--- config.mk ---
export PLATFORM = sky130hd
export DESIGN_NAME = dds_hop_sequencer
export DESIGN_NICKNAME = d
export VERILOG_FILES = /design/src/rtl/dds_pkg.sv /design/src/rtl/dds_hop_sequencer_dwell_timer.sv /design/src/rtl/dds_hop_sequencer.sv
export SDC_FILE = /design/constraint.sdc
export NUM_CORES = 1
export LEC_CHECK = 0
export ABC_AREA = 1
export CORE_AREA = 2 2 226 228
export CTS_CLUSTER_DIAMETER = 80
export DETAILED_ROUTE_END_ITERATION = 16
export DIE_AREA = 0 0 228 230
export GPL_ROUTABILITY_DRIVEN = 0
export PLACE_DENSITY = 0.59
export REMOVE_ABC_BUFFERS = 1
export SLEW_MARGIN = 10
export SYNTH_ARGS = -nofsm -noshare
export SYNTH_HDL_FRONTEND = slang
export SYNTH_SLANG_ARGS = --single-unit
--- constraint.sdc ---
create_clock -name clock -period 2.95 [get_ports clock]
set_input_delay 0.295 -clock clock [delete_from_list [all_inputs] [get_ports clock]]
set_output_delay 0.295 -clock clock [all_outputs]
set_load 0.05 [all_outputs]
--- src/rtl/dds_pkg.sv ---
// Shared types and constants for the DDS frequency-hop sequencer.
// Ping-pong index walk is enabled by DDS_HOP_PINGPONG_EN.
package dds_pkg;
  localparam int NUM_STEPS  = 16;
  localparam int STEP_IDX_W = $clog2(NUM_STEPS);
  localparam int PHASE_W    = 32;

  typedef enum logic [1:0] {
    IDLE,
    LOAD,
    DWELL,
    DONE
  } hop_state_t;

  typedef logic [PHASE_W-1:0] phase_inc_t;
endpackage

--- src/rtl/dds_hop_sequencer_dwell_timer.sv ---
// Dwell down-counter: load a count, decrement while running,
// flag expiry on the last held clock.
module dds_dwell_timer #(
  parameter int DWELL_W = 24
) (
  input  logic               clk,
  input  logic               rst_n,
  input  logic               load,
  input  logic               run,
  input  logic [DWELL_W-1:0] value,
  output logic               expire
);

  logic [DWELL_W-1:0] count;

  always_ff @(posedge clk or negedge rst_n) begin
    if (!rst_n) begin
      count <= '0;
    end else if (load) begin
      count <= value;
    end else if (run && count != '0) begin
      count <= count - 1'b1;
    end
  end

  assign expire = run && (count == DWELL_W'(1));

endmodule

--- src/rtl/dds_hop_sequencer.sv ---
// Walks the coarse phase-increment table toward the DDS core.
// Define DDS_HOP_PINGPONG_EN for a bouncing index in continuous mode.
module dds_hop_sequencer #(
  parameter int NUM_STEPS = dds_pkg::NUM_STEPS,
  parameter int PHASE_W   = dds_pkg::PHASE_W,
  parameter int DWELL_W   = 24
) (
  input  logic                                clock,
  input  logic                                reset_n,
  input  logic [NUM_STEPS-1:0][PHASE_W-1:0]   i_coarse_step_rom,
  input  logic                                i_enable,
  input  logic                                i_tipo_ajuste,
  input  logic                                i_start,
  input  logic [DWELL_W-1:0]                  i_dwell_cycles,
  output logic [PHASE_W-1:0]                  o_phase_inc,
  output logic                                o_inc_valid,
  input  logic                                i_inc_ready,
  output logic [$clog2(NUM_STEPS)-1:0]        o_step_idx,
  output logic                                o_busy,
  output logic                                o_done
);
  import dds_pkg::*;

  localparam int IDX_W = $clog2(NUM_STEPS);
  localparam logic [IDX_W-1:0] LAST = IDX_W'(NUM_STEPS - 1);

  hop_state_t         state, state_n;
  logic [IDX_W-1:0]   idx_n;
  logic [DWELL_W-1:0] dwell_q;
  logic               mode_q;
  logic               launch;
  logic               load_rom;
  logic               expire;

`ifdef DDS_HOP_PINGPONG_EN
  logic dir_q, dir_n;
`endif

  dds_dwell_timer #(
    .DWELL_W(DWELL_W)
  ) u_timer (
    .clk   (clock),
    .rst_n (reset_n),
    .load  (state == LOAD && i_inc_ready),
    .run   (state == DWELL),
    .value (dwell_q),
    .expire(expire)
  );

  always_comb begin
    state_n = state;
    idx_n   = o_step_idx;
    launch  = 1'b0;
`ifdef DDS_HOP_PINGPONG_EN
    dir_n   = dir_q;
`endif
    unique case (state)
      IDLE: begin
        if (i_start && i_enable) begin
          state_n = LOAD;
          idx_n   = '0;
          launch  = 1'b1;
`ifdef DDS_HOP_PINGPONG_EN
          dir_n   = 1'b0;
`endif
        end
      end
      LOAD: begin
        if (!i_enable) state_n = IDLE;
        else if (i_inc_ready) state_n = DWELL;
      end
      DWELL: begin
        if (!i_enable) begin
          state_n = IDLE;
        end else if (expire) begin
          state_n = LOAD;
          idx_n   = o_step_idx + 1'b1;
`ifdef DDS_HOP_PINGPONG_EN
          // dir_q is only ever set in continuous mode
          if (dir_q) begin
            idx_n = o_step_idx - 1'b1;
            dir_n = (o_step_idx != IDX_W'(1));
          end else
`endif
          if (o_step_idx == LAST) begin
            if (!mode_q) begin
              state_n = DONE;
              idx_n   = o_step_idx;
            end
`ifdef DDS_HOP_PINGPONG_EN
            else begin
              idx_n = LAST - 1'b1;
              dir_n = 1'b1;
            end
`endif
          end
        end
      end
      DONE:    state_n = IDLE;
      default: state_n = IDLE;
    endcase
  end

  // Table is sampled only on the edge that enters LOAD
  assign load_rom = (state_n == LOAD) && (state != LOAD);

  always_ff @(posedge clock or negedge reset_n) begin
    if (!reset_n) begin
      state       <= IDLE;
      o_step_idx  <= '0;
      o_phase_inc <= '0;
      o_inc_valid <= 1'b0;
      dwell_q     <= '0;
      mode_q      <= 1'b0;
    end else begin
      state       <= state_n;
      o_step_idx  <= idx_n;
      o_inc_valid <= (state_n == LOAD);
      if (load_rom) o_phase_inc <= i_coarse_step_rom[idx_n];
      if (launch) begin
        dwell_q <= (i_dwell_cycles == '0) ? DWELL_W'(1) : i_dwell_cycles;
        mode_q  <= i_tipo_ajuste;
      end
    end
  end

`ifdef DDS_HOP_PINGPONG_EN
  always_ff @(posedge clock or negedge reset_n) begin
    if (!reset_n) dir_q <= 1'b0;
    else          dir_q <= dir_n;
  end
`endif

  assign o_busy = (state == LOAD) || (state == DWELL);
  assign o_done = (state == DONE);

endmodule

==> results by group, run 1 <==
Synthesis
  – Top_reg_cell synth: dfrtp_1
  – Mapped cell area: 11500 µm²
  – Top cell type's share of synthesized area: 0.273
  – Average size of a mapped cell: ~5.6 µm²
  – Post-synth ARST share: 1.00
  – Cell taking the most area after synthesis: nand3_1
  – Post-synth cell types: 38
  – Number of synthesized flops with an enable pin: 0
  – Yosys reg bits: 88
  – Most area-consuming cells after synthesis: nand3_1, dfrtp_1, nand2_1
  – Sequential-to-total area share from yosys stat: 0.192
  – Synthesized netlist cell count: 2058
  – Syn. warnings: 0

Timing
  – Final Max Tran Viols: 0
  – Final Cycle Share: 0.938
  – Worst relative slew slack: 0.512
  – WHS: -0.0335 ns
  – Final hold vios: 15
  – Tmin final: 2.77 ns
  – Setup violators final: 0
  – Worst-margin pin slew: 0.725 ns
  – Max Clk Rate: ~360 MHz
  – Fin Clk Skew: ~0.014 ns

CTS
  – CTS sink cnt: 88
  – CTS Buffer Depth: 2
  – Cts hold-fix bufs: 0
  – H-tree depth: 3
  – CTS Root Cell: clkbuf_16
  – Clk pin slew, worst setup/hold paths: 0.08 ns
  – Worst-Skew Late Latency: 0.36 ns
  – CTS tree: done
  – TritonCTS buffer count: 9

Floorplanning
  – IO Pins: 581
  – Core region area: 49900 µm²
  – Initial core utilization: 0.230
  – Row count: 82
  – Die Area: 52400 µm²
  – Chip height: 230 µm
  – Die Wd: 228 µm

Run
  – Max-Cap Viols: 0

Setup path
  – CP cell instances: inv_1, ha_1, nand2_1, nor2_2, nand2_1, nor2_4, nand3_1, nand3_4, buf_12, buf_12, nand3_1, nand3_1, nand3_1, nand3_1, nand2_1, nand2_1, nand2_1
  – Arrival time at the worst endpoint: 3.01 ns
  – Crit Path Max Fanout: 85
  – RR Startpoint: u_timer.count[1]$_DFFE_PN0P_
  – CP Capture Type: register
  – Stages on the worst setup path: 17
  – CP Buf/Inv Count: 3
  – RR Endpoint: o_phase_inc[13]$_DFFE_PN0P_
  – Critical Path Start Type: register
  – Top delay family on crit path: simple AND/OR/NAND/NOR gates
  – Worst path slowest cell: dfrtp_1
  – Crit path required time: ~3.2 ns
  – Reg2Reg Setup Slack: roughly 0.18 ns
  – Max stage delay on crit path: 0.39 ns
  – Crit Path Category: reg2reg
  – Worst-case reg-to-reg path depth: 17

Layout
  – Share of cells above drive strength 1: 0.0431
  – Core Util, Final: 0.371
  – Commonest non-fill, non-tap cell in the layout: nand3_1
  – Layout area overhead: 61.1%
  – Most frequent cells in the layout: nand3_1, clkdlybuf4s50_1, nand2_1
  – Final nets: 3118
  – Non-Filler Instances: 3251

Pwr
  – Max VDD drop: 0.539 mV
  – Lkg Pwr: 9.22 nW
  – PD cells: 569 nW/µm²

Drt
  – Drt pass-1 iters: 5
  – DRT iter0 DRCs: 1111
  – Avg WL per Cell: 17.7 µm
  – Post-route ant nets: 0
  – DRT Wirelength: 57500 µm
  – Avg Vias per Cell: 4.72
  – DRC Markers: 0
  – DR vias: 15357

GRT
  – Initial antenna violation count: 5
  – First-pass GRT wire length: about 87000 µm
  – Grt ovf: 0
  – Vias in the first global route: 15217
  – Gr usage total: 0.211
  – Largest net degree at the start of global routing: 89

Outcome
  – Status: finished, violations left
  – Failing checks: negative hold slack

Placed design
  – Placed cells: ~3200
  – # port buffers: between 500 and 600
  – Post-DP HPWL: 43900 µm

Worst hold path
  – Hold crit path type: in2async
-- where the power goes --
group	internal [mW]	switching, mW
Combinational	2.61	4.41
Clock	0.695	0.598
Sequential	1.78	0.428
Total	5.09	5.44
-- synthesized netlist by cell type (4+ instances only) --
master    number
nor2_4         4
o21ai_0       18
nand4_1        8
a31oi_1        4
xnor2_1        5
ha_1           8
nor2_2         6
buf_6         13
nand3_1      626
nor4_1         6
nand2_1      478
buf_4         38
clkbuf_1      40
nor2_1        41
dfrtp_1       88
o21ai_1        6
o211ai_1       5
buf_2         55
a21oi_1       14
inv_1        457
nand3b_1      97
xor2_1        14
-- repair_timing --
item / CTS / global route
setup buffers: 0 / 7
endpoints found under the setup margin: 0 / 31
resized for setup: 0 / 8
-- layout make-up --
cell class / count / area, µm²
fill: 5427 / 31400
multi-input combinational: 1361 / 6760
timing repair buffer: 645 / 6620
sequential: 88 / 2200
inverter: 463 / 1740
tap: 672 / 841
clock buffer: 10 / 239
clock inverter: 6 / 75.1
antenna: 6 / 15.0
-- metrics by stage --
stage	power, mW	instance area (µm²)	TNS (ns)	hold slack (ns)	setup WS, ns
final	10.5	18500	0	-0.0335	0.183
after global routing	11.3	18500	-0.0000324	0.00645	-0.0000324
after CTS	10.6	18400	0	0.00400	0.0690
after detailed placement	9.23	18000	0	0.400	0.0429
after global placement	9.18	18000	0	0.396	0.0416
after floorplan	6.00	10600	-147.31	-0.000591	-4.39
-- worst max path at each step --
stage	startpoint	endpoint	slack (ns)
CTS	state[0]$_DFF_PN0_	o_phase_inc[17]$_DFFE_PN0P_	0.07
finish	u_timer.count[1]$_DFFE_PN0P_	o_phase_inc[13]$_DFFE_PN0P_	0.18
global route	state[0]$_DFF_PN0_	o_phase_inc[13]$_DFFE_PN0P_	-0.00003
global placement	i_enable	o_phase_inc[14]$_DFFE_PN0P_	0.04
floorplan	o_step_idx[0]$_DFF_PN0_	o_phase_inc[0]$_DFFE_PN0P_	-4.39
detailed placement	i_enable	o_phase_inc[14]$_DFFE_PN0P_	0.04
-- state kept, by name (all words and copies together) (netlist names) --
signal and count:
dwell_q 24, mode_q 1, o_inc_valid 1, o_phase_inc 32
o_step_idx 4, state 2, u_timer.count 24
-- per-layer routing --
layer	vias up	GRT usage	routed length, µm
li1	7462	-	-
met1	7112	0.262	23900
met2	685	0.365	27800
met3	96	0.0357	3880
met4	2	0.0774	1880
met5	-	0	12
-- cell families after synthesis --
logic type | synth area share
flip-flops | 0.192
multiplexers | 0.000981
XOR/XNOR | 0.0145
adder cells (fa/ha/maj) | 0.00872
AND/OR/NAND/NOR | 0.526
AO/OA/AOI/OAI | 0.0317
buffers and inverters | 0.226
Note: power is estimated with default switching activity, not from simulation.
==> run 2, diff against run 1 <==
Settings changed: SLEW_MARGIN 10 to default.
==> results of run 2 <==
Same layout as run 1: the final DEF is identical, and so are final timing and power.
